**src/rtl/asi_arb.sv**
```systemverilog
// asi_arb: arbitrates the shared user-side memory port between the AXI slave
// write path and read path. A grant is held for a whole burst and alternates
// round-robin on ties. A granted owner that has not issued its first beat
// loses the grant after GNT_TIMEOUT contention cycles.
module asi_arb #(
    parameter int GNT_TIMEOUT = 16,
    parameter int FIRST_OWNER = 0
) (
    input  logic usr_clk,
    input  logic usr_reset,
    input  logic w_req,
    input  logic w_beat,
    input  logic w_last,
    input  logic r_req,
    input  logic r_beat,
    input  logic r_last,
    output logic wgranted,
    output logic rgranted,
    output logic arb_timeout,
    output logic arb_err
);

    localparam int CW = $clog2(GNT_TIMEOUT + 1);
    localparam logic [CW-1:0] CNT_THR = CW'(GNT_TIMEOUT - 1);
    localparam logic [CW-1:0] CNT_SAT = CW'(GNT_TIMEOUT);
    localparam logic OWN_RST = (FIRST_OWNER == 0) ? 1'b1 : 1'b0;

    typedef enum logic [1:0] {
        IDLE = 2'd0,
        WGNT = 2'd1,
        RGNT = 2'd2
    } state_t;

    state_t          st, st_nxt, oth_st;
    logic            last_own;
    logic            started;
    logic [CW-1:0]   wait_cnt;
    logic            revoke;
    logic            own_beat, own_last, own_req, oth_req, contend;

    // Present the current owner's strobes in owner/other terms so WGNT and RGNT share one rule set
    always_comb begin
        own_beat = 1'b0;
        own_last = 1'b0;
        own_req  = 1'b0;
        oth_req  = 1'b0;
        oth_st   = IDLE;
        case (st)
            WGNT: begin
                own_beat = w_beat;
                own_last = w_last;
                own_req  = w_req;
                oth_req  = r_req;
                oth_st   = RGNT;
            end
            RGNT: begin
                own_beat = r_beat;
                own_last = r_last;
                own_req  = r_req;
                oth_req  = w_req;
                oth_st   = WGNT;
            end
            default: ;
        endcase
        contend = (st != IDLE) && !started && own_req && oth_req;
    end

    // State register
    always_ff @(posedge usr_clk) begin
        if (usr_reset) st <= IDLE;
        else           st <= st_nxt;
    end

    // Next-state: a beat always wins over revocation; revocation only before the first beat
    always_comb begin
        st_nxt = st;
        revoke = 1'b0;
        case (st)
            IDLE: begin
                if (w_req && r_req) st_nxt = last_own ? WGNT : RGNT;
                else if (w_req)     st_nxt = WGNT;
                else if (r_req)     st_nxt = RGNT;
            end
            WGNT, RGNT: begin
                if (own_beat) begin
                    if (own_last && oth_req) st_nxt = oth_st;
                end else if (!started && oth_req) begin
                    if (!own_req) begin
                        st_nxt = oth_st;
                    end else if (wait_cnt == CNT_THR) begin
                        st_nxt = oth_st;
                        revoke = 1'b1;
                    end
                end
            end
            default: st_nxt = IDLE;
        endcase
    end

    // Output decode
    always_comb begin
        wgranted = (st == WGNT);
        rgranted = (st == RGNT);
    end

    // Burst tracking, contention counter, round-robin memory and status flags
    always_ff @(posedge usr_clk) begin
        if (usr_reset) begin
            last_own    <= OWN_RST;
            started     <= 1'b0;
            wait_cnt    <= '0;
            arb_timeout <= 1'b0;
            arb_err     <= 1'b0;
        end else begin
            arb_timeout <= revoke;
            if ((w_beat && st != WGNT) || (r_beat && st != RGNT)) arb_err <= 1'b1;
            if (st_nxt != st) begin
                started  <= 1'b0;
                wait_cnt <= '0;
                if (st_nxt == WGNT)      last_own <= 1'b0;
                else if (st_nxt == RGNT) last_own <= 1'b1;
            end else if (own_beat) begin
                started  <= !own_last;
                wait_cnt <= '0;
            end else if (contend && wait_cnt != CNT_SAT) begin
                wait_cnt <= wait_cnt + CW'(1);
            end
        end
    end

endmodule

```
**config.mk**
```make
export PLATFORM = sky130hd
export DESIGN_NAME = asi_arb
export DESIGN_NICKNAME = d
export VERILOG_FILES = /design/src/rtl/asi_arb.sv
export SDC_FILE = /design/constraint.sdc
export NUM_CORES = 1
export LEC_CHECK = 0
export BUFFER_PORTS_ARGS = -buffer_cell sky130_fd_sc_hd__clkbuf_2
export CAP_MARGIN = 5
export CORE_MARGIN = 10
export CORE_UTILIZATION = 59
export DETAILED_ROUTE_END_ITERATION = 12
export PLACE_DENSITY = 0.82
export SLEW_MARGIN = 20
export SYNTH_ARGS = -nofsm -noshare
export SYNTH_HDL_FRONTEND = slang
export SYNTH_SLANG_ARGS = --single-unit
```
**constraint.sdc**
```tcl
create_clock -name usr_clk -period 4.9 [get_ports usr_clk]
set_input_delay 0.49 -clock usr_clk [delete_from_list [all_inputs] [get_ports usr_clk]]
set_output_delay 0.49 -clock usr_clk [all_outputs]
set_load 0.01 [all_outputs]
```
* Word-level counts from Yosys, hierarchy flattened
Cells that the tools add are included.
** Cells by class
- Add/subtract/negate cells :: 1
- Equality and inequality tests :: 9
- Mux-type cells :: 18
- Bitwise operators :: 3
- Reduce and logical (&&, ||, !) cells :: 20
** Operators by type and width (count)
- $mux 2 :: 9
- $logic_and 1x1->1 :: 9
- $pmux 1 s2 :: 4
- $pmux 2 s2 :: 2
- $add 5x1->5 const B :: 1
- $eq 5x4->1 const B :: 1
- $ne 5x5->1 const B :: 1
- $reduce_or 5->1 :: 1
- $eq 2x1->1 const B :: 2
- $eq 2x2->1 const B :: 2
- $reduce_bool 2->1 :: 2
- $reduce_or 2->1 :: 2
- $mux 1 :: 3
- $not 1->1 :: 3
- $reduce_or 3->1 :: 1
- $logic_not 1->1 :: 2
- $logic_not 2->1 :: 1
- $ne 2x1->1 const B :: 1
- $ne 2x2->1 :: 1
- $ne 2x2->1 const B :: 1
- $reduce_and 2->1 :: 1
- $logic_or 1x1->1 :: 1
** Word-level totals
- Register bits :: 11
- Input bits :: 8
- Output and inout bits :: 4

* Longest topological paths before layout
Gate-level depths: netlist (run 1).
- Depth after elaboration :: 10
- Depth in mapped cells :: 11
- Mapped depth without buffers :: 10

* Worst setup path after synthesis (run 1)
OpenSTA, ideal clock, no wires.
- Kind :: reg-to-reg
- Start point :: register st[0]
- End point :: register wait_cnt[4]
- Setup time :: 0.080 ns
- Arrival :: 2.550 ns
- Path slack :: 2.271 ns
- Cell stages (with the launch flop) :: 10
- Period minus slack after synthesis :: 2.629 ns
- Cell sequence :: dfxtp_1 > inv_1 > ha_1 > buf_2 > a22o_1 > or3_1 > o221a_2 > xnor2_1 > or4b_4 > a211oi_2
** On the way
- Longest elaborated chain between the ends :: 9
** RTL lines
- start: declaration :: line 34 : state_t st, st_nxt, oth_st;
- start signal: assignment :: line 71 : else st <= st_nxt;
- $eq 2x2->1 *
- net rgranted :: line 18 : output logic rgranted,
- $pmux 2 s2 :: line 48 : case (st)
- $mux 2 :: line 90 : end else if (wait_cnt == CNT_THR) begin
- $mux 2 :: line 88 : if (!own_req) begin
- $mux 2 :: line 87 : end else if (!started && oth_req) begin
- $mux 2 :: line 85 : if (own_beat) begin
- $pmux 2 s2 :: line 78 : case (st)
- $ne 2x2->1 :: line 117 : if (st_nxt != st) begin
- $reduce_or 3->1 (no line)
- end signal: assignment :: line 126 : wait_cnt <= wait_cnt + CW'(1);
- end: declaration :: line 37 : logic [CW-1:0] wait_cnt;
The timed path passes the listed nets; every way through them passes the cells marked *.
A chain may end at the register's enable or synchronous reset.

* Worst setup path after layout (run 1)
- Start point :: register st[0]
- End point :: register wait_cnt[4]
** On the way
- Longest elaborated chain between the ends :: 9
** RTL lines (line)
- $eq 2x2->1 / $eq 2x1->1 (equally long branches) :: 48, 78
- $pmux 2 s2 :: 48
- $mux 2 :: 90
- $mux 2 :: 88
- $mux 2 :: 87
- $mux 2 :: 85
- $pmux 2 s2 :: 78
- $ne 2x2->1 :: 117
- $reduce_or 3->1 (no line)
Several ways; a longest one is shown, not always the timed one.

==> results of run 1 <==
==> sequential cells by signal, indices dropped and copies added, names as in the netlist <==
name and count:
wait_cnt 5, arb_err 1, last_own 1, st 2
arb_timeout 1, started 1
==> worst paths after layout <==
path                              start           to  cells after the start  slack [ns]
worst min register to register  arb_err      arb_err                      2        0.49
worst max-delay path              st[0]  wait_cnt[4]                      9        1.95
worst min-delay path            arb_err      arb_err                      2        0.49
worst max register to register    st[0]  wait_cnt[4]                      9        1.95
==> kinds of logic (layout without fill, tap and decap cells) <==
logic type      after synthesis  in the layout  synth area share
buf+inv                      14             25            0.0823
flops                        11             11             0.263
mux                           5              5            0.0599
fa+ha+maj                     9              9             0.132
xor+xnor                      5              5            0.0524
simple gates                 31             31             0.202
compound gates               18             18             0.208
==> worst min-delay path, stage by stage, from the launching register on <==
cell and delay [ns]:
sky130_fd_sc_hd__dfxtp_1 0.33, sky130_fd_sc_hd__a221oi_1 0.05, sky130_fd_sc_hd__nor2_1 0.07
==> power by group <==
group / switching [uW] / leakage (uW) / internal, uW
Clock: 29.1 / 0.0000150 / 31.5
Sequential: 9.40 / 0.0000895 / 97.4
Combinational: 86.4 / 0.000273 / 66.9
Total: 125 / 0.000377 / 196
==> layout make-up <==
class,instances,area [um^2]
clock buffer,4,26.3
tap,15,18.8
inverter,10,37.5
timing repair buffer,11,55.1
multi-input combinational,68,547
sequential,11,220
fill,101,413
==> stage by stage <==
stage / setup slack, ns / instances / total power, uW / hold slack (ns)
floorplan: 2.27 / 93 / 232 / 0.476
CTS: 1.98 / 119 / 321 / 0.490
detailed placement: 2.01 / 115 / 260 / 0.477
global placement: 2.03 / 115 / 258 / 0.472
global route: 1.74 / 119 / 344 / 0.514
finish: 1.95 / 119 / 321 / 0.487
==> cell usage after synthesis (all sizes together) (3+ instances only) <==
master,n,area (um^2)
nor2,12,45.0
nand2b,3,18.8
buf,4,31.3
xnor2,3,26.3
nand2,3,11.3
ha,8,100
dfxtp,11,220
nand4,3,18.8
inv,10,37.5
mux2i,5,50.1
==> cells in the final DEF (no fill, tap or decap), types with 2 or more instances in the layout <==
cell type | Yosys | final
sky130_fd_sc_hd__nor2_1 | 12 | 12
sky130_fd_sc_hd__dfxtp_1 | 11 | 11
sky130_fd_sc_hd__clkbuf_2 | 0 | 11
sky130_fd_sc_hd__inv_1 | 10 | 10
sky130_fd_sc_hd__ha_1 | 8 | 8
sky130_fd_sc_hd__mux2i_1 | 5 | 5
sky130_fd_sc_hd__nand2b_1 | 3 | 3
sky130_fd_sc_hd__nand4_1 | 3 | 3
sky130_fd_sc_hd__xnor2_1 | 3 | 3
sky130_fd_sc_hd__nand2_1 | 3 | 3
sky130_fd_sc_hd__clkbuf_4 | 0 | 3
sky130_fd_sc_hd__a22o_1 | 2 | 2
sky130_fd_sc_hd__a21oi_1 | 2 | 2
sky130_fd_sc_hd__nor4_1 | 2 | 2
sky130_fd_sc_hd__o221a_2 | 2 | 2
sky130_fd_sc_hd__o21ai_0 | 2 | 2
sky130_fd_sc_hd__nor4b_1 | 2 | 2
sky130_fd_sc_hd__xor2_1 | 2 | 2
==> metal layers <==
layer / share of wire / up-vias
li1: - / 358
met3: 0.12 / 2
met5: 0 / -
met4: 0.0090 / 0
met1: 0.46 / 331
met2: 0.41 / 40
==> out/qor.log, run 1 <==
qor: die.die_y 57.6 um
qor: pwr.leakagePower 0.000377 uW
qor: clocking.post-cts-setup-buffer-count 0
qor: placement.finalWeightedCongestion 0.892
qor: synth.synth_warn 0
qor: die.die_area 3320 um^2
qor: routing.route.final.wire_length 1790 um
qor: pwr.power_density 355 nW/um^2
qor: sta.report.final.hold_viol_count 0
qor: placement.post_dp_hpwl 1420 um
qor: synth.ys_async_sr_fraction 0
qor: clocking.cts_root_buffer sky130_fd_sc_hd__clkbuf_4
qor: sta.setup_tns 0 ns
qor: routing.routed_via_density 6.14
qor: placement.portbufs 11
qor: sta.layout_min_cycle_time 2.95 ns
qor: critical_path.worstSetupStartpointType flip-flop
qor: global_routing.top_usage_layer met2
qor: routing.route.antenna.remaining_nets 0
qor: synth.yosysSeqAreaShare 0.263
qor: clocking.cts_buffers 3
qor: die.placementRows 13
qor: sta.slew_viol_final 0
qor: clocking.number_of_hold_repair_buffers_added_at_the_cts_stage 0
qor: routing.route.detailed.wl_per_inst 15.0 um
qor: routing.remaining_drc_errors 0
qor: synth.synth-seq-cells 11
qor: cells_and_area.ant_diodes 0
qor: global_routing.gr-usage-met2 0.156
qor: critical_path.cp_cell_sequence inv_1 -> ha_1 -> a22o_1 -> nor3b_1 -> o21ai_0 -> o221a_2 -> xnor2_1 -> or4b_4 -> a211oi_2
qor: sta.maxClockFrequency 339 MHz
qor: critical_path.worstPathRequired 5.09 ns
qor: synth.ys.flop_type sky130_fd_sc_hd__dfxtp_1
qor: die.initial_core_util 0.634
qor: routing.firstDrtPassIters 4
qor: clocking.cts.htree.levels 1
qor: global_routing.grt_pass1_wl 3060 um
qor: critical_path.critPathKind reg2reg
qor: synth.synth.net_count 109
qor: critical_path.critPathTopFamily compound AO/OA/AOI/OAI gates
qor: cells_and_area.final_area 905 um^2
qor: critical_path.critical_path_arrival 3.15 ns
qor: die.total_i_o_pin_count 12
qor: routing.drtIter0Drc 36
qor: clocking.worstSkewPairLatency 0.26 ns
qor: die.core 1320 um^2
qor: synth.synth_enable_flop_cells 0
qor: cells_and_area.drive_above_1_share 0.202
qor: global_routing.grt.met1_usage 0.144
qor: critical_path.critPathBufInv 1
qor: sta.finalSetupViolCount 0
qor: global_routing.largest_net_degree_at_the_start_of_global_routing 13
qor: synth.cell_count_after_synthesis 93
qor: cells_and_area.finish.utilization 0.687
qor: global_routing.overflow 0
qor: synth.avgSynthCellArea 8.99 um^2
qor: global_routing.globalRouteMet3Util 0.0501
qor: run_status.status finished clean
qor: job.timing.max_cap.violations 0
qor: cells_and_area.syn2layout_area_growth 8.23%
qor: synth.synth_area 836 um^2
qor: synth.synth.lib_cells_used.distinct 36
qor: critical_path.end_kind flip-flop
qor: placement.post_dp_cell_area 878 um^2
qor: clocking.cts.repair.resized 0
qor: clocking.cts.sinks 11
qor: routing.num_vias 731
qor: sta.skew 0.00233 ns
qor: die.chipWidth 57.6 um
qor: critical_path.cp_max_fo 12
qor: sta.rsz0062_at_grt false
qor: clocking.max-clock-path-buffers 2
qor: cells_and_area.num-nets-final 121
qor: hold_path.hold_class reg2reg
qor: pwr.worst_ir_drop_vdd 262 uV
qor: sta.worst-slew-pin-transition 0.599 ns
qor: sta.max_slew_margin 0.601
qor: clocking.tritoncts yes
qor: sta.layout_worst_path_cycle_share 0.602
qor: clocking.clkTransAtPathRegs 0.07 ns
qor: critical_path.critical-path-slowest-cell sky130_fd_sc_hd__or4b_4
qor: global_routing.antenna_found_initial 0
qor: critical_path.critical-path-max-stage-delay 0.58 ns
qor: global_routing.track_usage 0.110
qor: global_routing.vias_in_the_first_global_route 718
Power figures use the tool's default switching activity.
==> run 2, diff against run 1 <==
--- a/config.mk
+++ b/config.mk
@@ -7,10 +7,11 @@
 export LEC_CHECK = 0
 export BUFFER_PORTS_ARGS = -buffer_cell sky130_fd_sc_hd__clkbuf_2
 export CAP_MARGIN = 5
+export CORE_ASPECT_RATIO = 1.1
 export CORE_MARGIN = 10
-export CORE_UTILIZATION = 59
+export CORE_UTILIZATION = 55
 export DETAILED_ROUTE_END_ITERATION = 12
-export PLACE_DENSITY = 0.82
+export PLACE_DENSITY = 0.77
 export SLEW_MARGIN = 20
 export SYNTH_ARGS = -nofsm -noshare
 export SYNTH_HDL_FRONTEND = slang
==> constraint.sdc (replaced) <==
create_clock -name usr_clk -period 2.8 [get_ports usr_clk]
set_input_delay 0.28 -clock usr_clk [delete_from_list [all_inputs] [get_ports usr_clk]]
set_output_delay 0.28 -clock usr_clk [all_outputs]
set_load 0.01 [all_outputs]
==> run 2 against run 1 <==
Compared with the run above: clock power grew 78%; hold slack lost 0.22 ns; first-iteration DRC count decreased by 17%; clock skew grew 0.0032 ns; clock-buffer cell count is 1 lower; non-clock buffer count rose by 5; setup slack got worse by 1.8 ns; combinational power increased by 97%; final area rose by 5.0%; sequential power up 75%; wire length grew 3.8%; sequential cell count unchanged; largest power group unchanged.
==> out/qor.log, run 2 (synthesis results as in run 1) <==
qor: die.initial_core_util 0.596
qor: pwr.seq_power_share 0.314
qor: cells_and_area.mostFrequentLayoutCells 12 x sky130_fd_sc_hd__nor2_1, 11 x sky130_fd_sc_hd__clkbuf_2, 10 x sky130_fd_sc_hd__inv_1, 9 x sky130_fd_sc_hd__dfxtp_1, 7 x sky130_fd_sc_hd__ha_1
qor: clocking.max-clock-path-buffers 2
qor: cells_and_area.drive_above_1_share 0.275
qor: die.die_area 3480 um^2
qor: critical_path.cp_max_fo 5
qor: critical_path.critical-path-slowest-cell sky130_fd_sc_hd__or4b_4
qor: sta.max_slew_margin 0.623
qor: cells_and_area.layout_commonest_cell sky130_fd_sc_hd__nor2_1
qor: critical_path.cp_cell_sequence ha_1 -> and3_1 -> ha_1 -> o2111ai_2 -> mux2i_1 -> o221a_2 -> xnor2_1 -> or4b_4 -> a211oi_2
qor: critical_path.critical-path-max-stage-delay 0.58 ns
qor: clocking.cts.htree.levels 1
qor: global_routing.grt_pass1_wl 3020 um
qor: routing.routed_via_density 5.94
qor: critical_path.critPathBufInv 0
qor: hold_path.hold_class in2reg
qor: critical_path.critPathKind reg2reg
qor: die.total_i_o_pin_count 12
qor: hold_path.hold_depth 3
qor: cells_and_area.final_layout_fill_cell_count 116
qor: routing.route.detailed.wl_per_inst 14.8 um
qor: clocking.cts.sinks 11
qor: critical_path.worstSetupStartpointType flip-flop
qor: global_routing.overflow 0
qor: cells_and_area.finish.utilization 0.678
qor: global_routing.vias_in_the_first_global_route 728
qor: clocking.cts.repair.resized 0
qor: pwr.leakagePower 0.000406 uW
qor: cells_and_area.largest_reg_flops 5
qor: critical_path.critical-path-top-cell-by-count sky130_fd_sc_hd__ha_1
qor: die.chipWidth 57.2 um
qor: placement.finalWeightedCongestion 0.908
qor: critical_path.critPathTopFamily simple AND/OR/NAND/NOR gates
qor: routing.drtIter0Drc 30
qor: run_status.status finished clean
qor: clocking.post-cts-setup-buffer-count 0
qor: critical_path.worst_reg_to_reg_path_cell_count 9
qor: job.timing.max_cap.violations 0
qor: cells_and_area.syn2layout_area_growth 13.6%
qor: sta.report.final.hold_viol_count 0
qor: global_routing.track_usage 0.104
qor: cells_and_area.num-nets-final 126
qor: sta.setup_tns 0 ns
qor: clocking.number_of_hold_repair_buffers_added_at_the_cts_stage 0
qor: pwr.power.internal 364 uW
qor: sta.finalSetupViolCount 0
qor: die.die_y 60.9 um
qor: routing.num_vias 742
qor: pwr.clkPwrFrac 0.182
qor: critical_path.cp.depth 9
qor: pwr.power_switching 233 uW
qor: routing.route.final.wire_length 1850 um
qor: placement.portbufs 11
qor: global_routing.largest_net_degree_at_the_start_of_global_routing 11
qor: critical_path.worstPathRequired 3.00 ns
qor: routing.remaining_drc_errors 0
qor: sta.slew_viol_final 0
qor: cells_and_area.top_regs wait_cnt: 5 flops, st: 2 flops
qor: placement.post_dp_hpwl 1490 um
qor: clocking.cts_root_buffer sky130_fd_sc_hd__clkbuf_4
qor: critical_path.critical_path_arrival 2.84 ns
qor: critical_path.r2r_setup_slack 0.16 ns
qor: pwr.total_power 597 uW
qor: sta.layout_min_cycle_time 2.64 ns
qor: cells_and_area.top_register wait_cnt
qor: clocking.clkTransAtPathRegs 0.07 ns
qor: routing.firstDrtPassIters 4
qor: die.core 1400 um^2
qor: pwr.worst_ir_drop_vdd 388 uV
qor: clocking.tritoncts yes
qor: die.placementRows 14
qor: cells_and_area.ant_diodes 0
qor: routing.route.antenna.remaining_nets 0
qor: sta.skew 0.00554 ns
qor: clocking.cts_buffers 3
qor: sta.layout_worst_path_cycle_share 0.942
qor: sta.maxClockFrequency 379 MHz
qor: global_routing.antenna_found_initial 0
qor: pwr.p_sw_frac 0.391
qor: sta.rsz0062_at_grt false
qor: sta.worst-slew-pin-transition 0.565 ns
qor: pwr.p_comb_frac 0.505
qor: critical_path.end_kind flip-flop
qor: clocking.worstSkewPairLatency 0.27 ns
qor: pwr.power_density 629 nW/um^2
## run 2: path summary, 6_finish.rpt
check              startpoint           to
hold reg to reg       arb_err      arb_err
hold / removal         r_beat      arb_err
setup / recovery  wait_cnt[0]  wait_cnt[4]
setup reg to reg  wait_cnt[0]  wait_cnt[4]
## run 2: cell type report
cell class	instances	area [um^2]	area share
clock buffers	3	22.5	0.0237
flip-flops and latches	11	223	0.235
inverters	10	37.5	0.0395
well taps	16	20.0	0.0211
multi-input cells	68	549	0.578
clock inverters	1	5.00	0.00527
repair buffers	16	92.6	0.0975
## run 2: metal layers
metal  track usage  up-vias  routed length, um
li1              -      367                  -
met1         0.107      344                735
met2         0.188       24                940
met3        0.0271        7                119
met4        0.0638        0                 58
met5             0        -                  0
## run 2: tightest hold or removal path, cell delays in order
cell and delay, ns:
sky130_fd_sc_hd__clkbuf_2 0.09, sky130_fd_sc_hd__a221oi_1 0.07, sky130_fd_sc_hd__nor2_1 0.07
## run 2: power by group through the flow
| stage | Combinational [uW] | Clock (uW) | Sequential (uW) |
|---|---|---|---|
| after global placement | 291 | 0 | 186 |
| after global routing | 332 | 121 | 189 |
| after floorplan | 219 | 0 | 187 |
| final | 301 | 108 | 187 |
| after detailed placement | 293 | 0 | 188 |
| after CTS | 298 | 115 | 185 |
## run 2: per-stage QoR
| step | hold WS (ns) | instance area, um^2 | setup slack [ns] | instances |
|---|---|---|---|---|
| finish | 0.267 | 950 | 0.162 | 125 |
| global route | 0.276 | 950 | 0.00478 | 125 |
| CTS | 0.266 | 945 | 0.0422 | 125 |
| detailed placement | 0.474 | 917 | 0.0583 | 121 |
| global placement | 0.462 | 917 | 0.126 | 121 |
| floorplan | 0.352 | 836 | 0.171 | 93 |
==> run 3, diff against run 2 <==
--- a/config.mk
+++ b/config.mk
@@ -7,11 +7,9 @@
 export LEC_CHECK = 0
 export BUFFER_PORTS_ARGS = -buffer_cell sky130_fd_sc_hd__clkbuf_2
 export CAP_MARGIN = 5
-export CORE_ASPECT_RATIO = 1.1
-export CORE_MARGIN = 10
-export CORE_UTILIZATION = 55
+export CORE_UTILIZATION = 59
 export DETAILED_ROUTE_END_ITERATION = 12
-export PLACE_DENSITY = 0.77
+export PLACE_DENSITY = 0.82
 export SLEW_MARGIN = 20
 export SYNTH_ARGS = -nofsm -noshare
 export SYNTH_HDL_FRONTEND = slang
==> constraint.sdc (replaced) <==
create_clock -name usr_clk -period 3.2 [get_ports usr_clk]
set_input_delay 0.32 -clock usr_clk [delete_from_list [all_inputs] [get_ports usr_clk]]
set_output_delay 0.32 -clock usr_clk [all_outputs]
set_load 0.01 [all_outputs]
==> run 3 against run 2 <==
Compared with the run above: clock-buffer cell count is the same; critical path depth shrank 1; sequential share of layout area grew 0.86 points; die area shrank 55%; non-clock buffer count shrank 5.
==> out/qor.log, run 3 (synthesis results as in run 1) <==
qor: run_status.status finished clean
qor: cells_and_area.top_regs wait_cnt: 5 flops, st: 2 flops
qor: cells_and_area.final_cell_count_no_fill 119
qor: die.die_area 1570 um^2
qor: routing.route.final.wire_length 1630 um
qor: clocking.cts_root_buffer sky130_fd_sc_hd__clkbuf_4
qor: sta.skew 0.00974 ns
qor: cells_and_area.layout_commonest_cell sky130_fd_sc_hd__nor2_1
qor: sta.report.final.hold_viol_count 0
qor: cells_and_area.ant_diodes 0
qor: cells_and_area.mostFrequentLayoutCells 12 x sky130_fd_sc_hd__nor2_1, 11 x sky130_fd_sc_hd__dfxtp_1, 11 x sky130_fd_sc_hd__clkbuf_2, 10 x sky130_fd_sc_hd__inv_1, 8 x sky130_fd_sc_hd__ha_1
qor: routing.route.antenna.remaining_nets 0
qor: routing.remaining_drc_errors 0
qor: global_routing.grt_pass1_wl 2700 um
qor: global_routing.track_usage 0.263
qor: routing.drtIter0Drc 19
qor: sta.finalSetupViolCount 0
qor: clocking.number_of_hold_repair_buffers_added_at_the_cts_stage 0
qor: global_routing.overflow 0
qor: critical_path.critical_path_arrival 3.12 ns
qor: sta.maxClockFrequency 342 MHz
qor: clocking.cts_buffers 3
qor: critical_path.end_kind flip-flop
qor: die.die_y 39.6 um
qor: clocking.post-cts-setup-buffer-count 0
qor: placement.post_dp_hpwl 1250 um
qor: clocking.cts.htree.levels 1
qor: job.timing.max_cap.violations 0
qor: critical_path.worstPathRequired 3.40 ns
qor: hold_path.hold_class in2reg
qor: die.chipWidth 39.6 um
qor: critical_path.critPathKind reg2reg
qor: cells_and_area.top_register wait_cnt
qor: clocking.clkTransAtPathRegs 0.08 ns
qor: die.initial_core_util 0.642
qor: placement.place_inst 115
qor: sta.slew_viol_final 0
qor: critical_path.source_of_the_critical_timing_path st[1]
qor: pwr.leakagePower 0.000380 uW
qor: die.total_i_o_pin_count 12
qor: sta.rsz0062_at_grt false
qor: critical_path.worstSetupStartpointType flip-flop
qor: critical_path.r2r_start st[1]
qor: clocking.cts.repair.resized 0
qor: global_routing.vias_in_the_first_global_route 613
qor: global_routing.antenna_found_initial 0
qor: routing.routed_via_density 5.98
qor: placement.finalWeightedCongestion 0.839
qor: pwr.power_density 544 nW/um^2
qor: sta.worst-slew-pin-transition 0.544 ns
qor: sta.fin_worst_hold_slack 0.336 ns
qor: sta.max_slew_margin 0.638
qor: clocking.max-clock-path-buffers 2
qor: critical_path.cp_max_fo 12
qor: routing.num_vias 712
qor: cells_and_area.drive_above_1_share 0.212
qor: clocking.worstSkewPairLatency 0.27 ns
qor: cells_and_area.largest_reg_flops 5
qor: placement.portbufs 11
qor: pwr.worst_ir_drop_vdd 351 uV
qor: cells_and_area.num-nets-final 121
qor: hold_path.hp-start usr_reset
qor: cells_and_area.syn2layout_area_growth 8.38%
qor: global_routing.largest_net_degree_at_the_start_of_global_routing 13
qor: sta.layout_worst_path_cycle_share 0.912
qor: die.core 1300 um^2
qor: routing.route.detailed.wl_per_inst 13.7 um
qor: sta.layout_min_cycle_time 2.92 ns
qor: die.placementRows 13
qor: sta.setup_tns 0 ns
qor: clocking.cts.sinks 11
qor: clocking.tritoncts yes
qor: routing.firstDrtPassIters 4
==> run 3: cell types whose count changed in the layout (fill, tap and decap cells not counted), sizes merged <==
cell,previous run,this run
buf,5,0
==> run 3: area by class of cell <==
type | instances | area [um^2]
fillers | 101 | 395
clock inverters | 1 | 5.00
well taps | 15 | 18.8
clock buffers | 3 | 22.5
multi-input cells | 68 | 547
repair buffers | 11 | 55.1
inverters | 10 | 37.5
flip-flops and latches | 11 | 220
==> run 3: final timing paths <==
| path | to | slack, ns | cells after the start |
|---|---|---|---|
| max | wait_cnt[4] | 0.28 | 8 |
| min | st[0] | 0.34 | 2 |
| max reg2reg | wait_cnt[4] | 0.28 | 8 |
| min reg2reg | arb_err | 0.51 | 2 |
==> run 3: power by group <==
part	internal, uW	switching, uW	leakage, uW
Clock	46.2	50.3	0.0000177
Sequential	149	13.7	0.0000895
Combinational	102	132	0.000273
Total	297	196	0.000380
==> run 3: layer usage <==
metal / up-vias / global-route usage / routed length, um
met5: - / 0 / 0
met4: 0 / 0.164 / 42
met3: 6 / 0.0682 / 69
met2: 25 / 0.348 / 667
met1: 323 / 0.366 / 845
li1: 358 / - / -
==> run 3: critical path: stages, from the launching register on <==
cell and delay (ns):
sky130_fd_sc_hd__dfxtp_1 0.47, sky130_fd_sc_hd__ha_1 0.51, sky130_fd_sc_hd__a22o_1 0.27, sky130_fd_sc_hd__nor3b_1 0.24, sky130_fd_sc_hd__o21ai_0 0.12, sky130_fd_sc_hd__o221a_2 0.34, sky130_fd_sc_hd__xnor2_1 0.18, sky130_fd_sc_hd__or4b_4 0.58
sky130_fd_sc_hd__a211oi_2 0.15
==> run 3: through the flow <==
| stage | instance area, um^2 | total power (uW) | setup WS [ns] | utilization |
|---|---|---|---|---|
| 2_1_floorplan | 836 | 355 | 0.571 | - |
| 3_5_place_dp | 878 | 394 | 0.309 | 0.675 |
| 3_3_place_gp | 878 | 392 | 0.362 | 0.675 |
| 5_1_grt | 906 | 532 | 0.0672 | 0.696 |
| 4_1_cts | 906 | 493 | 0.300 | 0.696 |
| 6_report | 906 | 493 | 0.280 | 0.696 |
